==> config.mk <==
export PLATFORM = sky130hd
export DESIGN_NAME = irq_dispatch
export DESIGN_NICKNAME = d
export VERILOG_FILES = /design/src/rtl/irq_pkg.sv /design/src/rtl/irq_prio.sv /design/src/rtl/irq_dispatch.sv
export SDC_FILE = /design/constraint.sdc
export NUM_CORES = 1
export LEC_CHECK = 0
export ABC_AREA = 1
export ABC_CLOCK_PERIOD_IN_PS = 1300
export CORE_AREA = 2 2 60 62
export CTS_BUF_LIST = sky130_fd_sc_hd__clkbuf_2
export DETAILED_ROUTE_END_ITERATION = 7
export DIE_AREA = 0 0 62 64
export PLACE_DENSITY = 0.88
export SLEW_MARGIN = 10
export SYNTH_ARGS = -nofsm -noshare
export SYNTH_HDL_FRONTEND = slang
export SYNTH_SLANG_ARGS = --single-unit
==> constraint.sdc <==
create_clock -name CLK -period 1.3 [get_ports CLK]
set_input_delay 0.325 -clock CLK [delete_from_list [all_inputs] [get_ports CLK]]
set_output_delay 0.325 -clock CLK [all_outputs]
set_load 0.01 [all_outputs]
==> src/rtl/irq_pkg.sv <==
`default_nettype none
// ============================================================================
// Module      : irq_pkg
// Description : Shared types and constants for the interrupt dispatcher:
//               dispatch FSM state encoding, vector address constants, source
//               count and source bit positions, and a vector address helper.
// Revision    : 1.0 - initial release
// ============================================================================
package irq_pkg;

    // Number of maskable interrupt sources and their bit positions in IF/IE.
    localparam int NUM_SRC    = 5;
    localparam int SRC_VBLANK = 0;
    localparam int SRC_STAT   = 1;
    localparam int SRC_TIMER  = 2;
    localparam int SRC_SERIAL = 3;
    localparam int SRC_JOYPAD = 4;

    // Handler address low bytes.
    localparam logic [7:0] VEC_BASE = 8'h40;
    localparam logic [7:0] VEC_STEP = 8'd8;
    localparam logic [7:0] VEC_NMI  = 8'h68;

    // Dispatch sequence states.
    typedef enum logic [1:0] {
        IDLE  = 2'd0,
        LATCH = 2'd1,
        VEC   = 2'd2
    } irq_state_e;

    // Handler address for a maskable source index.
    function automatic logic [7:0] vec_addr(input logic [2:0] idx);
        return VEC_BASE + (VEC_STEP * {5'd0, idx});
    endfunction

endpackage : irq_pkg
`default_nettype wire

==> src/rtl/irq_prio.sv <==
`default_nettype none
// ============================================================================
// Module      : irq_prio
// Description : Fixed-priority encoder. Bit 0 is the highest priority; idx is
//               the position of the lowest set bit of pending, any is the OR.
// Revision    : 1.0 - initial release
// Ports       : pending [NUM_SRC] in  - pending sources (IF & IE)
//               idx     [3]       out - index of the winning source
//               any     [1]       out - at least one source pending
// ============================================================================
module irq_prio
    import irq_pkg::*;
(
    input  logic [NUM_SRC-1:0] pending,
    output logic [2:0]         idx,
    output logic               any
);

    always_comb begin
        idx = 3'd0;
        any = |pending;
        // Scan from the lowest priority down so the lowest set bit wins last.
        for (int i = NUM_SRC - 1; i >= 0; i--) begin
            if (pending[i]) begin
                idx = 3'(i);
            end
        end
    end

endmodule : irq_prio
`default_nettype wire

==> src/rtl/irq_dispatch.sv <==
`default_nettype none
// ============================================================================
// Module      : irq_dispatch
// Description : Interrupt controller: edge-detects five source lines into IF,
//               masks with IE, manages the master enable (IME) with delayed
//               EI, and runs a three-state dispatch handshake that delivers a
//               handler vector two cycles after INT_ACK.
// Revision    : 1.0 - initial release
// Options     : IRQ_NMI_EN - adds the NMI input and a non-maskable flag with
//               top priority and vector 0x68.
// Ports       : CLK       in  1 - clock, rising edge
//               nRESET    in  1 - asynchronous active-low reset
//               IRQ_SRC   in  5 - source levels, rising edge is an event
//               REG_SEL   in  1 - 0 selects IF, 1 selects IE
//               REG_WR    in  1 - register write strobe
//               DIN       in  8 - write data
//               DOUT      out 8 - read data (combinational)
//               EI/DI     in  1 - enable/disable interrupt pulses
//               RETI      in  1 - return-from-interrupt pulse
//               INSTR_END in  1 - instruction boundary pulse
//               INT_REQ   out 1 - dispatch request (registered)
//               INT_ACK   in  1 - sequencer accepts the request
//               VECTOR    out 8 - handler address low byte
//               VEC_VALID out 1 - VECTOR valid strobe
//               NMI       in  1 - non-maskable source (IRQ_NMI_EN only)
//               WAKE      out 1 - wake request for HALT/STOP
// ============================================================================
module irq_dispatch
    import irq_pkg::*;
(
    input  logic                CLK,
    input  logic                nRESET,
    input  logic [NUM_SRC-1:0]  IRQ_SRC,
    input  logic                REG_SEL,
    input  logic                REG_WR,
    input  logic [7:0]          DIN,
    output logic [7:0]          DOUT,
    input  logic                EI,
    input  logic                DI,
    input  logic                RETI,
    input  logic                INSTR_END,
    output logic                INT_REQ,
    input  logic                INT_ACK,
    output logic [7:0]          VECTOR,
    output logic                VEC_VALID,
`ifdef IRQ_NMI_EN
    input  logic                NMI,
`endif
    output logic                WAKE
);

    irq_state_e         r_state, w_state_nxt;
    logic [NUM_SRC-1:0] r_src;
    logic [NUM_SRC-1:0] r_if, w_if_nxt;
    logic [NUM_SRC-1:0] r_ie, w_ie_nxt;
    logic [NUM_SRC-1:0] w_edge, w_pending, w_clr_mask;
    logic               r_armed;
    logic               r_ime, w_ime_nxt;
    logic               r_ime_pend, w_ime_pend_nxt;
    logic               r_int_req, w_int_req_nxt;
    logic [7:0]         r_vector, w_vector_nxt;
    logic               r_vec_valid, w_vec_valid_nxt;
    logic [2:0]         r_idx, w_idx_nxt;
    logic               r_hit, w_hit_nxt;
    logic [2:0]         w_prio_idx;
    logic               w_prio_any;
    logic               w_ack;
    logic               w_nmi_cur, w_nmi_nxt;
    logic               w_din_unused;

    assign w_din_unused = ^DIN[7:NUM_SRC];

    // r_armed stays low for the first cycle after reset so a source already
    // high at release is absorbed into the history register, not seen as an edge.
    assign w_edge    = r_armed ? (IRQ_SRC & ~r_src) : '0;
    assign w_pending = r_if & r_ie;
    assign w_ack     = INT_ACK && r_int_req && (r_state == IDLE);

    assign DOUT      = REG_SEL ? {3'b000, r_ie} : {3'b111, r_if};
    assign WAKE      = (|w_pending) | w_nmi_cur;
    assign INT_REQ   = r_int_req;
    assign VECTOR    = r_vector;
    assign VEC_VALID = r_vec_valid;

    irq_prio u_prio (
        .pending (w_pending),
        .idx     (w_prio_idx),
        .any     (w_prio_any)
    );

`ifdef IRQ_NMI_EN
    logic r_nmi_src, r_nmi_flag, r_nmi_sel, w_nmi_flag_nxt;

    always_comb begin
        w_nmi_flag_nxt = r_nmi_flag;
        if (r_state == VEC && r_nmi_sel) begin
            w_nmi_flag_nxt = 1'b0;
        end
        // A fresh edge in the clearing cycle must not be lost.
        if (r_armed && NMI && !r_nmi_src) begin
            w_nmi_flag_nxt = 1'b1;
        end
    end

    always_ff @(posedge CLK or negedge nRESET) begin
        if (!nRESET) begin
            r_nmi_src  <= 1'b0;
            r_nmi_flag <= 1'b0;
            r_nmi_sel  <= 1'b0;
        end else begin
            r_nmi_src  <= NMI;
            r_nmi_flag <= w_nmi_flag_nxt;
            if (r_state == LATCH) begin
                r_nmi_sel <= r_nmi_flag;
            end
        end
    end

    assign w_nmi_cur = r_nmi_flag;
    assign w_nmi_nxt = w_nmi_flag_nxt;
`else
    assign w_nmi_cur = 1'b0;
    assign w_nmi_nxt = 1'b0;
`endif

    // IF/IE update. Priority, lowest to highest: register write, dispatch
    // clear of the serviced bit, new edge event.
    assign w_clr_mask = (r_state == VEC && r_hit) ? (NUM_SRC'(1) << r_idx) : '0;

    always_comb begin
        w_if_nxt = r_if;
        w_ie_nxt = r_ie;
        if (REG_WR && !REG_SEL) begin
            w_if_nxt = DIN[NUM_SRC-1:0];
        end
        if (REG_WR && REG_SEL) begin
            w_ie_nxt = DIN[NUM_SRC-1:0];
        end
        w_if_nxt = (w_if_nxt & ~w_clr_mask) | w_edge;
    end

    // Master enable. EI arms ime_pend; the boundary that promotes it must come
    // from a later cycle, so only the registered pend flag is tested. DI is
    // applied last so it overrides EI, RETI and the promotion.
    always_comb begin
        w_ime_nxt      = r_ime;
        w_ime_pend_nxt = r_ime_pend;
        if (r_ime_pend && INSTR_END) begin
            w_ime_nxt      = 1'b1;
            w_ime_pend_nxt = 1'b0;
        end
        if (EI) begin
            w_ime_pend_nxt = 1'b1;
        end
        if (RETI) begin
            w_ime_nxt = 1'b1;
        end
        if (w_ack) begin
            w_ime_nxt      = 1'b0;
            w_ime_pend_nxt = 1'b0;
        end
        if (DI) begin
            w_ime_nxt      = 1'b0;
            w_ime_pend_nxt = 1'b0;
        end
    end

    // Dispatch FSM next state and registered outputs.
    always_comb begin
        w_state_nxt     = r_state;
        w_vector_nxt    = r_vector;
        w_vec_valid_nxt = 1'b0;
        w_idx_nxt       = r_idx;
        w_hit_nxt       = r_hit;
        case (r_state)
            IDLE: begin
                if (w_ack) begin
                    w_state_nxt = LATCH;
                end
            end
            LATCH: begin
                // Pending is re-sampled here; an empty set yields vector 0x00.
                w_idx_nxt       = w_prio_idx;
                w_hit_nxt       = w_prio_any && !w_nmi_cur;
                w_vec_valid_nxt = 1'b1;
                if (w_nmi_cur) begin
                    w_vector_nxt = VEC_NMI;
                end else if (w_prio_any) begin
                    w_vector_nxt = vec_addr(w_prio_idx);
                end else begin
                    w_vector_nxt = 8'h00;
                end
                w_state_nxt = VEC;
            end
            VEC: begin
                w_hit_nxt   = 1'b0;
                w_state_nxt = IDLE;
            end
            default: begin
                w_state_nxt = IDLE;
            end
        endcase
    end

    // The request is computed from next-state values so that the registered
    // output tracks the current IDLE/IME/pending condition without lag.
    assign w_int_req_nxt = (w_state_nxt == IDLE) &&
                           (w_nmi_nxt || (w_ime_nxt && |(w_if_nxt & w_ie_nxt)));

    always_ff @(posedge CLK or negedge nRESET) begin
        if (!nRESET) begin
            r_state     <= IDLE;
            r_src       <= '0;
            r_if        <= '0;
            r_ie        <= '0;
            r_armed     <= 1'b0;
            r_ime       <= 1'b0;
            r_ime_pend  <= 1'b0;
            r_int_req   <= 1'b0;
            r_vector    <= 8'h00;
            r_vec_valid <= 1'b0;
            r_idx       <= 3'd0;
            r_hit       <= 1'b0;
        end else begin
            r_state     <= w_state_nxt;
            r_src       <= IRQ_SRC;
            r_if        <= w_if_nxt;
            r_ie        <= w_ie_nxt;
            r_armed     <= 1'b1;
            r_ime       <= w_ime_nxt;
            r_ime_pend  <= w_ime_pend_nxt;
            r_int_req   <= w_int_req_nxt;
            r_vector    <= w_vector_nxt;
            r_vec_valid <= w_vec_valid_nxt;
            r_idx       <= w_idx_nxt;
            r_hit       <= w_hit_nxt;
        end
    end

endmodule : irq_dispatch
`default_nettype wire

==> results.py, run 1 <==
metrics = {
    "run_status": {
        "outcome": "complete, but fails checks",
        "violations": "setup timing",
    },
    "clock_tree": {
        "numCtsBuffers": 5,
        "cts_tree": "built",
        "root_buffer": "clkbuf_2",
        "path_clk_slew_ps": 150,
        "cts_buffer_depth": 2,
        "insertion_delay_ps": 350,
        "postCtsHoldBufs": 0,
        "clock-sinks": 29,
        "htree_num_levels": 2,
    },
    "routing": {
        "totalWireLength_mm": 3.51,
        "drt_iter0_drc": 71,
        "drcViolationCount": 0,
        "antenna_left": 0,
        "dr_total_vias": 1349,
        "wl_per_cell_um": 12.1,
        "first_pass_iters": 4,
        "vias_per_cell": 4.64,
    },
    "min_path": {
        "hp-class": "in -> async",
    },
    "timing": {
        "finalSetupViolations": 8,
        "clock-skew-final_ps": 19.6,
        "max_freq_mhz": 638,
        "setup_slack_ps": -268,
        "rsz0062_at_grt": "true",
        "hold_ws_ps": 314,
        "finalCriticalPeriod_ps": 1570,
        "period_share": 1.21,
        "slew_viol_final": 0,
        "finalHoldViolCount": 0,
    },
    "worst_setup_path": {
        "cp-end-kind": "output port",
        "cp.arrival_ps": 1240,
        "worstSetupPathType": "reg -> out",
        "cp_slowest_cell": "dfrtp_1",
        "worstPathCellList": "nand2_2 > nand2_2 > nor2_1 > nand2_1 > buf_2",
        "start_kind": "register",
        "path_common_cell": "nand2_2",
        "crit_required_ps": 980,
        "crit_path_max_incr_delay_ps": 430,
        "crit_fanout": 2,
    },
    "grt": {
        "antenna_found_initial": 0,
        "overflow": 0,
        "grt_pass1_wl_mm": 5.42,
        "grt_start_max_net_pins": 30,
        "grt_use_total": 0.186,
        "grt_pass1_vias": 1278,
    },
    "yosys": {
        "synth_seq_area_share": 0.509,
        "synth.distinct_cells": 19,
        "syn_inst": 173,
        "syn_area_um2": 1430,
        "avgSynthCellArea_um2": 8.24,
        "yosys_warnings": 0,
        "ys_seq_elements": 29,
    },
    "floorplan": {
        "ioPinCount": 41,
        "core_um2": 3280,
        "num_rows": 21,
        "start_util": 0.434,
        "die-area_um2": 3970,
        "die_x_um": 62,
        "die_h_um": 64,
    },
    "finish": {
        "nets": 270,
        "stdcell_count": 291,
        "fillers": 275,
        "drive_gt1_frac": 0.400,
        "area_delta_synth_final_pct": 50.7,
        "finalInstanceArea_um2": 2150,
        "diodes": 0,
    },
    "power_and_ir_drop": {
        "powerDensity_nw_per_um2": 1470,
        "ir_drop_mv": 0.802,
        "p_seq_frac": 0.404,
        "power.leakage_nw": 1.13,
        "finalPower_mw": 3.17,
        "pwr-share-clk": 0.129,
        "sw_frac_of_total": 0.372,
        "switching_power_mw": 1.18,
        "intPower_mw": 1.99,
        "p_comb_frac": 0.467,
    },
    "placed_design": {
        "pre_cts_ws_ps": -665,
        "place_congestion": 0.855,
        "hpwlAfterDp_mm": 2.41,
        "io_buffers": 33,
        "dpl_cell_area_um2": 1960,
        "dpl.cell_count": 272,
    },
    "job": {
        "cap_violations": 0,
    },
}
-- cell type report --
type                       count  area, um^2  share of cell area
multi-input combinational    127         689               0.321
clock buffer                   6        30.0              0.0140
sequential                    29         726               0.338
clock inverter                 1        3.75             0.00175
timing repair buffer          70         588               0.274
inverter                      12        55.1              0.0256
tap                           46        57.6              0.0268
-- power by group through the flow --
| stage | clock network, mW | logic (mW) | registers [mW] |
|---|---|---|---|
| after global placement | 0 | 1.19 | 1.26 |
| after detailed placement | 0 | 1.23 | 1.27 |
| after floorplan | 0 | 0.551 | 1.29 |
| after global routing | 0.464 | 1.65 | 1.30 |
| after CTS | 0.424 | 1.36 | 1.26 |
| final | 0.409 | 1.48 | 1.28 |
-- Yosys cell counts --
| master | n | share of area |
|---|---|---|
| nand2_1 | 73 | 0.19 |
| dfrtp_1 | 29 | 0.51 |
| nor2_1 | 11 | 0.029 |
| nand3_1 | 10 | 0.035 |
| buf_4 | 7 | 0.037 |
| inv_1 | 7 | 0.018 |
| nand2_2 | 7 | 0.031 |
| nand3b_1 | 6 | 0.032 |
| inv_2 | 4 | 0.011 |
| ha_1 | 3 | 0.026 |
| o21ai_1 | 3 | 0.011 |
| a21oi_1 | 2 | 0.0070 |
| conb_1 | 2 | 0.0053 |
| nand4_1 | 2 | 0.0088 |
| o21ai_0 | 2 | 0.0070 |
| o21ai_2 | 2 | 0.012 |
| buf_6 | 1 | 0.0079 |
| inv_8 | 1 | 0.0079 |
| nand2_8 | 1 | 0.014 |
-- layer usage --
| metal | vias up | GRT usage | routed length [um] |
|---|---|---|---|
| met5 | - | 0 | 0 |
| met4 | 0 | 0.0691 | 71 |
| met3 | 9 | 0.0587 | 203 |
| met2 | 50 | 0.297 | 1820 |
| met1 | 612 | 0.229 | 1410 |
| li1 | 678 | - | - |
-- registers in the layout, summed over array words and instances (netlist names) --
name	flops
INT_REQ	1
VECTOR	4
r_armed	1
r_hit	1
r_idx	3
r_ie	5
r_if	5
r_ime	1
r_ime_pend	1
r_src	5
r_state	2
-- placed cells by master (no fill, tap or decap), drive strengths merged --
cell type	instances
clkbuf	6
nand2	81
ha	3
nand4	2
clkinv	1
a21oi	2
nor2	11
conb	5
nand3b	6
inv	12
dfrtp	29
buf	52
dlygate4sd2	1
nand3	10
clkdlybuf4s50	17
o21ai	7
-- final timing paths --
check,startpoint,endpoint,slack (ps),depth (start not counted)
min in group CLK,IRQ_SRC[3],r_src[3],450,1
worst min register to register,r_src[3],r_if[3],490,2
max in group asynchronous,nRESET,VECTOR[6],810,2
worst max-delay path,r_ie[2],WAKE,-270,5
worst max register to register,r_state[1],INT_REQ,-130,11
worst min-delay path,nRESET,r_if[2],310,2
-- repair_timing --
item                       4_1_cts  5_1_grt
resized for setup               77       27
setup endpoints to repair       21       21
pin swaps                       15       17
buffers inserted                10        6
-- per-stage QoR --
| stage | util | TNS (ps) |
|---|---|---|
| 6_report | 0.654 | -1090 |
| 5_1_grt | 0.654 | -1660 |
| 3_5_place_dp | 0.598 | -8000 |
| 3_3_place_gp | 0.598 | -7440 |
| 2_1_floorplan | - | 0 |
| 4_1_cts | 0.629 | -1410 |
-- worst max-delay path, delay by kind of cell (launching register included) --
kind	cells	cell delay, ps
buffers and inverters	1	140
AND/OR/NAND/NOR	4	320
flip-flops	1	430
-- kinds of logic (layout without fill, tap and decap cells) --
logic type	after synthesis	after routing	synth area share
other	2	5	0.00527
AO/OA/AOI/OAI	9	9	0.0368
adder cells (fa/ha/maj)	3	3	0.0263
AND/OR/NAND/NOR	110	110	0.341
buffers and inverters	20	89	0.0816
flip-flops	29	29	0.509
Note: power is estimated with default switching activity, not from simulation.
==> run 2: changes to the inputs <==
--- a/config.mk
+++ b/config.mk
@@ -6,12 +6,13 @@
 export NUM_CORES = 1
 export LEC_CHECK = 0
 export ABC_AREA = 1
-export ABC_CLOCK_PERIOD_IN_PS = 1300
-export CORE_AREA = 2 2 60 62
-export CTS_BUF_LIST = sky130_fd_sc_hd__clkbuf_2
+export ABC_CLOCK_PERIOD_IN_PS = 2000
+export CORE_AREA = 2 2 57 59
+export CTS_BUF_LIST = sky130_fd_sc_hd__clkbuf_16
+export CTS_CLUSTER_SIZE = 8
 export DETAILED_ROUTE_END_ITERATION = 7
-export DIE_AREA = 0 0 62 64
-export PLACE_DENSITY = 0.88
+export DIE_AREA = 0 0 59 61
+export PLACE_DENSITY = 0.93
 export SLEW_MARGIN = 10
 export SYNTH_ARGS = -nofsm -noshare
 export SYNTH_HDL_FRONTEND = slang
==> constraint.sdc (replaced) <==
create_clock -name CLK -period 2 [get_ports CLK]
set_input_delay 0.5 -clock CLK [delete_from_list [all_inputs] [get_ports CLK]]
set_output_delay 0.5 -clock CLK [all_outputs]
set_load 0.01 [all_outputs]
==> run 2 against run 1 <==
Against the previous run: routed wire length decreased by 15%; critical endpoint unchanged; non-clock buffer count decreased by 28; the flow now finishes without violations; core utilization increased by 0.82 points.
==> results.py, run 2 (synthesis results as in run 1) <==
metrics = {
    "placed_design": {
        "place_congestion": 0.873,
        "dpl_cell_area_um2": 1790,
        "dpl.cell_count": 240,
        "io_buffers": 33,
        "hpwlAfterDp_mm": 2.12,
    },
    "finish": {
        "area_delta_synth_final_pct": 37.2,
        "diodes": 0,
        "layout_common_cells": "73 x nand2_1, 29 x dfrtp_1, 23 x clkdlybuf4s50_1",
        "finalInstanceArea_um2": 1960,
        "nets": 242,
        "fillers": 245,
        "largestRegisters": "r_ie x5, r_if x5, r_src x5",
        "stdcell_count": 251,
        "final_common_cell": "nand2_1",
        "drive_gt1_frac": 0.161,
    },
    "power_and_ir_drop": {
        "pwr-share-clk": 0.358,
        "intPower_mw": 1.60,
        "p_seq_frac": 0.363,
        "powerDensity_nw_per_um2": 1170,
        "power.leakage_nw": 1.02,
        "switching_power_uw": 691,
        "sw_frac_of_total": 0.302,
        "p_comb_frac": 0.280,
        "ir_drop_mv": 0.654,
    },
    "worst_setup_path": {
        "crit_required_ps": 1500,
        "crit_fanout": 3,
        "r2r_end": "INT_REQ",
        "r2r_cells": 11,
        "start_kind": "register",
        "r2r-start": "r_state[0]",
        "worstSetupPathType": "reg -> out",
        "cp-end-kind": "output port",
        "reg2reg_slack_ps": 350,
        "cp.arrival_ps": 1360,
    },
    "routing": {
        "highest_layer": "met4",
        "vias_per_cell": 4.99,
        "wl_met2_mm": 1.41,
        "drt_iter0_drc": 48,
        "wl_met1_mm": 1.28,
        "first_pass_iters": 4,
        "totalWireLength_mm": 2.97,
        "antenna_left": 0,
        "dr_total_vias": 1253,
        "wl_met3_um": 194,
        "wl_per_cell_um": 11.8,
        "drcViolationCount": 0,
    },
    "min_path": {
        "hp-class": "reg -> reg",
        "min_from": "VECTOR[6]",
        "hold-path-endpoint": "VECTOR[6]",
        "hold_depth": 2,
    },
    "timing": {
        "rsz0062_at_grt": "false",
        "finalCriticalPeriod_ps": 1860,
        "max_freq_mhz": 538,
        "finalSetupViolations": 0,
        "finalHoldViolCount": 0,
        "slew_viol_final": 0,
        "hold_ws_ps": 473,
        "period_share": 0.930,
        "clock-skew-final_ps": 7.19,
    },
    "grt": {
        "grt_start_max_net_pins": 30,
        "antenna_found_initial": 0,
        "overflow": 0,
        "grt_use_total": 0.192,
        "grt_pass1_vias": 1219,
        "grt_pass1_wl_mm": 5.07,
    },
    "clock_tree": {
        "numCtsBuffers": 5,
        "postCtsHoldBufs": 0,
        "insertion_delay_ps": 280,
        "cts_tree": "built",
        "htree_num_levels": 2,
        "cts_buffer_depth": 2,
        "root_buffer": "clkbuf_16",
        "clock-sinks": 29,
        "path_clk_slew_ps": 50,
    },
    "floorplan": {
        "start_util": 0.483,
        "num_rows": 20,
        "die-area_um2": 3600,
        "core_um2": 2950,
        "die_h_um": 61,
        "ioPinCount": 41,
        "die_x_um": 59,
    },
    "job": {
        "cap_violations": 0,
    },
    "run_status": {
        "outcome": "complete, no violations",
    },
}
-- run 2: cell types whose count changed in the layout (fill, tap and decap cells not counted), moves of 6 or more --
| cell | delta |
|---|---|
| buf_6 | -9 |
| buf_4 | -19 |
| nand2_1 | +15 |
| nand2_2 | -14 |
| clkdlybuf4s50_1 | +6 |
| buf_2 | -9 |
| clkbuf_2 | -6 |
-- run 2: through the flow --
step | setup TNS, ps | utilization | setup slack, ps | power, mW
floorplan | 0 | - | 642 | 1.20
global placement | -2040 | 0.606 | -310 | 1.46
detailed placement | -2120 | 0.606 | -322 | 1.48
CTS | 0 | 0.659 | 34.7 | 2.30
global route | 0 | 0.663 | 32.6 | 2.44
finish | 0 | 0.663 | 140 | 2.29
-- run 2: how the worst max path moves through the flow --
stage	slack, ps	depth (start not counted)	startpoint	endpoint
floorplan	640	4	REG_SEL	DOUT[0]
global placement	-310	5	REG_SEL	DOUT[0]
detailed placement	-320	5	REG_SEL	DOUT[0]
CTS	30	6	REG_SEL	DOUT[0]
global route	30	5	r_ie[2]	WAKE
finish	140	5	r_ie[2]	WAKE
-- run 2: cell type report --
cell class	count	area [um^2]	share of cell area
Tap cell	33	41.3	0.0211
Timing Repair Buffer	42	379	0.194
Clock inverter	3	37.5	0.0192
Multi-Input combinational cell	127	596	0.304
Inverter	12	52.6	0.0269
Sequential cell	29	726	0.371
Clock buffer	5	125	0.0639
-- run 2: worst max-delay path, stage by stage (launching register included) --
cell and delay, ps:
dfrtp_1 400, nand2_1 100, nand2_1 110, nor2_1 120, nand2_1 110, clkdlybuf4s15_1 250
-- run 2: metal layers --
metal / track usage / up-vias
li1: - / 618
met1: 0.225 / 575
met2: 0.316 / 51
met3: 0.0597 / 9
met4: 0.107 / 0
met5: 0 / -
-- run 2: what timing repair did --
item / CTS / global route
setup endpoints to repair: 9 / 3
pin swaps: 0 / 1
cloned: 0 / 0
gates resized for setup: 26 / 2
buffers inserted: 2 / 1
-- run 2: power groups by stage --
stage / registers [mW] / logic, mW / clock network (mW)
floorplan: 0.840 / 0.357 / 0
global placement: 0.829 / 0.630 / 0
detailed placement: 0.835 / 0.644 / 0
CTS: 0.829 / 0.639 / 0.833
global route: 0.846 / 0.733 / 0.859
finish: 0.830 / 0.640 / 0.818
==> run 3: changes to the inputs <==
--- a/config.mk
+++ b/config.mk
@@ -6,13 +6,14 @@
 export NUM_CORES = 1
 export LEC_CHECK = 0
 export ABC_AREA = 1
-export ABC_CLOCK_PERIOD_IN_PS = 2000
-export CORE_AREA = 2 2 57 59
+export CELL_PAD_IN_SITES_DETAIL_PLACEMENT = 2
+export CELL_PAD_IN_SITES_GLOBAL_PLACEMENT = 2
+export CORE_AREA = 2 2 75 77
 export CTS_BUF_LIST = sky130_fd_sc_hd__clkbuf_16
 export CTS_CLUSTER_SIZE = 8
 export DETAILED_ROUTE_END_ITERATION = 7
-export DIE_AREA = 0 0 59 61
-export PLACE_DENSITY = 0.93
+export DIE_AREA = 0 0 77 79
+export PLACE_DENSITY = 0.92
 export SLEW_MARGIN = 10
 export SYNTH_ARGS = -nofsm -noshare
 export SYNTH_HDL_FRONTEND = slang
==> run 3 against run 2 <==
Against the previous run: flip-flop and latch count unchanged; sequential power up 0.5%; global-route usage fell by 3.4 points; first-iteration DRC count grew 8.3%; clock-buffer cell count stayed put; core utilization decreased by 29 points; routed wire length grew 42%.
==> results.py, run 3 (synthesis results as in run 1) <==
metrics = {
    "routing": {
        "drcViolationCount": 0,
        "dr_total_vias": 1277,
        "wl_met2_mm": 2.25,
        "vias_per_cell": 4.36,
        "wl_per_cell_um": 14.3,
        "highest_layer": "met4",
        "drt_iter0_drc": 52,
        "antenna_left": 0,
        "wl_met3_um": 175,
        "first_pass_iters": 4,
        "wl_met1_mm": 1.74,
        "totalWireLength_mm": 4.20,
    },
    "floorplan": {
        "core_um2": 5340,
        "num_rows": 27,
        "die_x_um": 77,
        "ioPinCount": 41,
        "die-area_um2": 6080,
        "start_util": 0.267,
        "die_h_um": 79,
    },
    "finish": {
        "multi_input_area_um2": 598,
        "layout_common_cells": "72 x nand2_1, 29 x dfrtp_1, 23 x clkdlybuf4s50_1",
        "regArea_um2": 726,
        "fillers": 639,
        "largestRegisters": "r_ie x5, r_if x5, r_src x5",
        "final_common_cell": "nand2_1",
        "diodes": 0,
        "stdcell_count": 293,
        "area_delta_synth_final_pct": 39.6,
        "nets": 245,
        "drive_gt1_frac": 0.195,
    },
    "grt": {
        "grt_use_total": 0.158,
        "antenna_found_initial": 0,
        "overflow": 0,
        "grt_pass1_vias": 1451,
        "grt_start_max_net_pins": 30,
        "grt_pass1_wl_mm": 7.40,
    },
    "min_path": {
        "hp-class": "reg -> reg",
    },
    "worst_setup_path": {
        "r2r_cells": 11,
        "reg2reg_slack_ps": 270,
        "cp-startpoint": "r_if[2]",
        "crit_required_ps": 1500,
        "crit_end": "WAKE",
        "cp_slowest_cell": "dfrtp_1",
        "crit_path_max_incr_delay_ps": 400,
        "cp-end-kind": "output port",
        "cp.arrival_ps": 1460,
        "r2r-start": "r_state[0]",
        "path_common_cell": "nand2_1",
        "worstPathCellList": "nand2_1 > nand2_1 > nor2_1 > nand2_2 > dlygate4sd2_1",
        "r2r_end": "INT_REQ",
        "start_kind": "register",
        "crit_fanout": 3,
        "worstSetupPathType": "reg -> out",
    },
    "clock_tree": {
        "root_buffer": "clkbuf_16",
        "insertion_delay_ps": 270,
        "cts_buffer_depth": 2,
        "cts_tree": "built",
        "htree_num_levels": 2,
        "postCtsHoldBufs": 0,
        "clock-sinks": 29,
        "numCtsBuffers": 5,
        "path_clk_slew_ps": 50,
    },
    "power_and_ir_drop": {
        "powerDensity_nw_per_um2": 1110,
        "ir_drop_mv": 0.647,
        "power.leakage_nw": 1.02,
    },
    "placed_design": {
        "place_congestion": 0.756,
        "io_buffers": 33,
        "dpl.cell_count": 282,
        "pre_cts_ws_ps": -354,
        "hpwlAfterDp_mm": 3.13,
    },
    "timing": {
        "finalSetupViolations": 0,
        "setup_slack_ps": 41.5,
        "finalCriticalPeriod_ps": 1960,
        "clock-skew-final_ps": 2.45,
        "max_freq_mhz": 511,
        "slew_viol_final": 0,
        "period_share": 0.979,
        "finalHoldViolCount": 0,
    },
    "run_status": {
        "outcome": "complete, no violations",
    },
    "job": {
        "cap_violations": 0,
    },
}
## run 3: cell count changes in the layout (fill, tap and decap cells not counted), sizes merged
cell / delta
buf: +6
bufinv: -1
clkdlybuf4s15: -1
clkinv: +1
dlygate4sd2: -2
## run 3: area by class of cell
cell class / count / area share
Timing Repair Buffer: 45 / 0.194
Inverter: 12 / 0.0264
Sequential cell: 29 / 0.365
Clock buffer: 5 / 0.0629
Clock inverter: 3 / 0.00691
Tap cell: 72 / 0.0453
Multi-Input combinational cell: 127 / 0.300
## run 3: worst min path at each step
stage | endpoint | start | cells past startpoint | slack (ps)
global route | VECTOR[4] | VECTOR[4] | 2 | 540
detailed placement | VECTOR[5] | VECTOR[5] | 2 | 470
finish | VECTOR[4] | VECTOR[4] | 2 | 480
CTS | VECTOR[4] | VECTOR[4] | 2 | 490
global placement | VECTOR[5] | VECTOR[5] | 2 | 470
floorplan | INT_REQ | nRESET | 0 | 200
## run 3: critical path, delay by kind of cell (launching register included)
family / cells / cell delay (ps)
simple gates: 4 / 480
buf+inv: 1 / 300
flops: 1 / 400
## run 3: per-layer routing
metal | track usage | vias up
met5 | 0 | -
met4 | 0.0482 | 0
met3 | 0.0432 | 4
met2 | 0.284 | 28
met1 | 0.184 | 624
li1 | - | 621
## run 3: report_power, final
| part | internal, mW | switching [mW] |
|---|---|---|
| logic | 0.294 | 0.377 |
| clock network | 0.450 | 0.247 |
| registers | 0.729 | 0.106 |
## run 3: timing repair
action / in CTS / in global routing
setup buffers: 3 / 0
setup endpoints to repair: 9 / 5
gates resized for setup: 34 / 2
cloned: 0 / 0
pin swaps: 0 / 0
## run 3: metrics by stage
stage / utilization / cell area, um^2 / hold WS (ps) / power, mW / TNS, ps
after floorplan: - / 1440 / 204 / 1.20 / 0
after global routing: 0.373 / 1990 / 541 / 2.38 / -44.8
after detailed placement: 0.349 / 1860 / 469 / 1.53 / -2790
after global placement: 0.349 / 1860 / 467 / 1.49 / -2550
after CTS: 0.372 / 1990 / 493 / 2.24 / 0
final: 0.373 / 1990 / 485 / 2.20 / 0
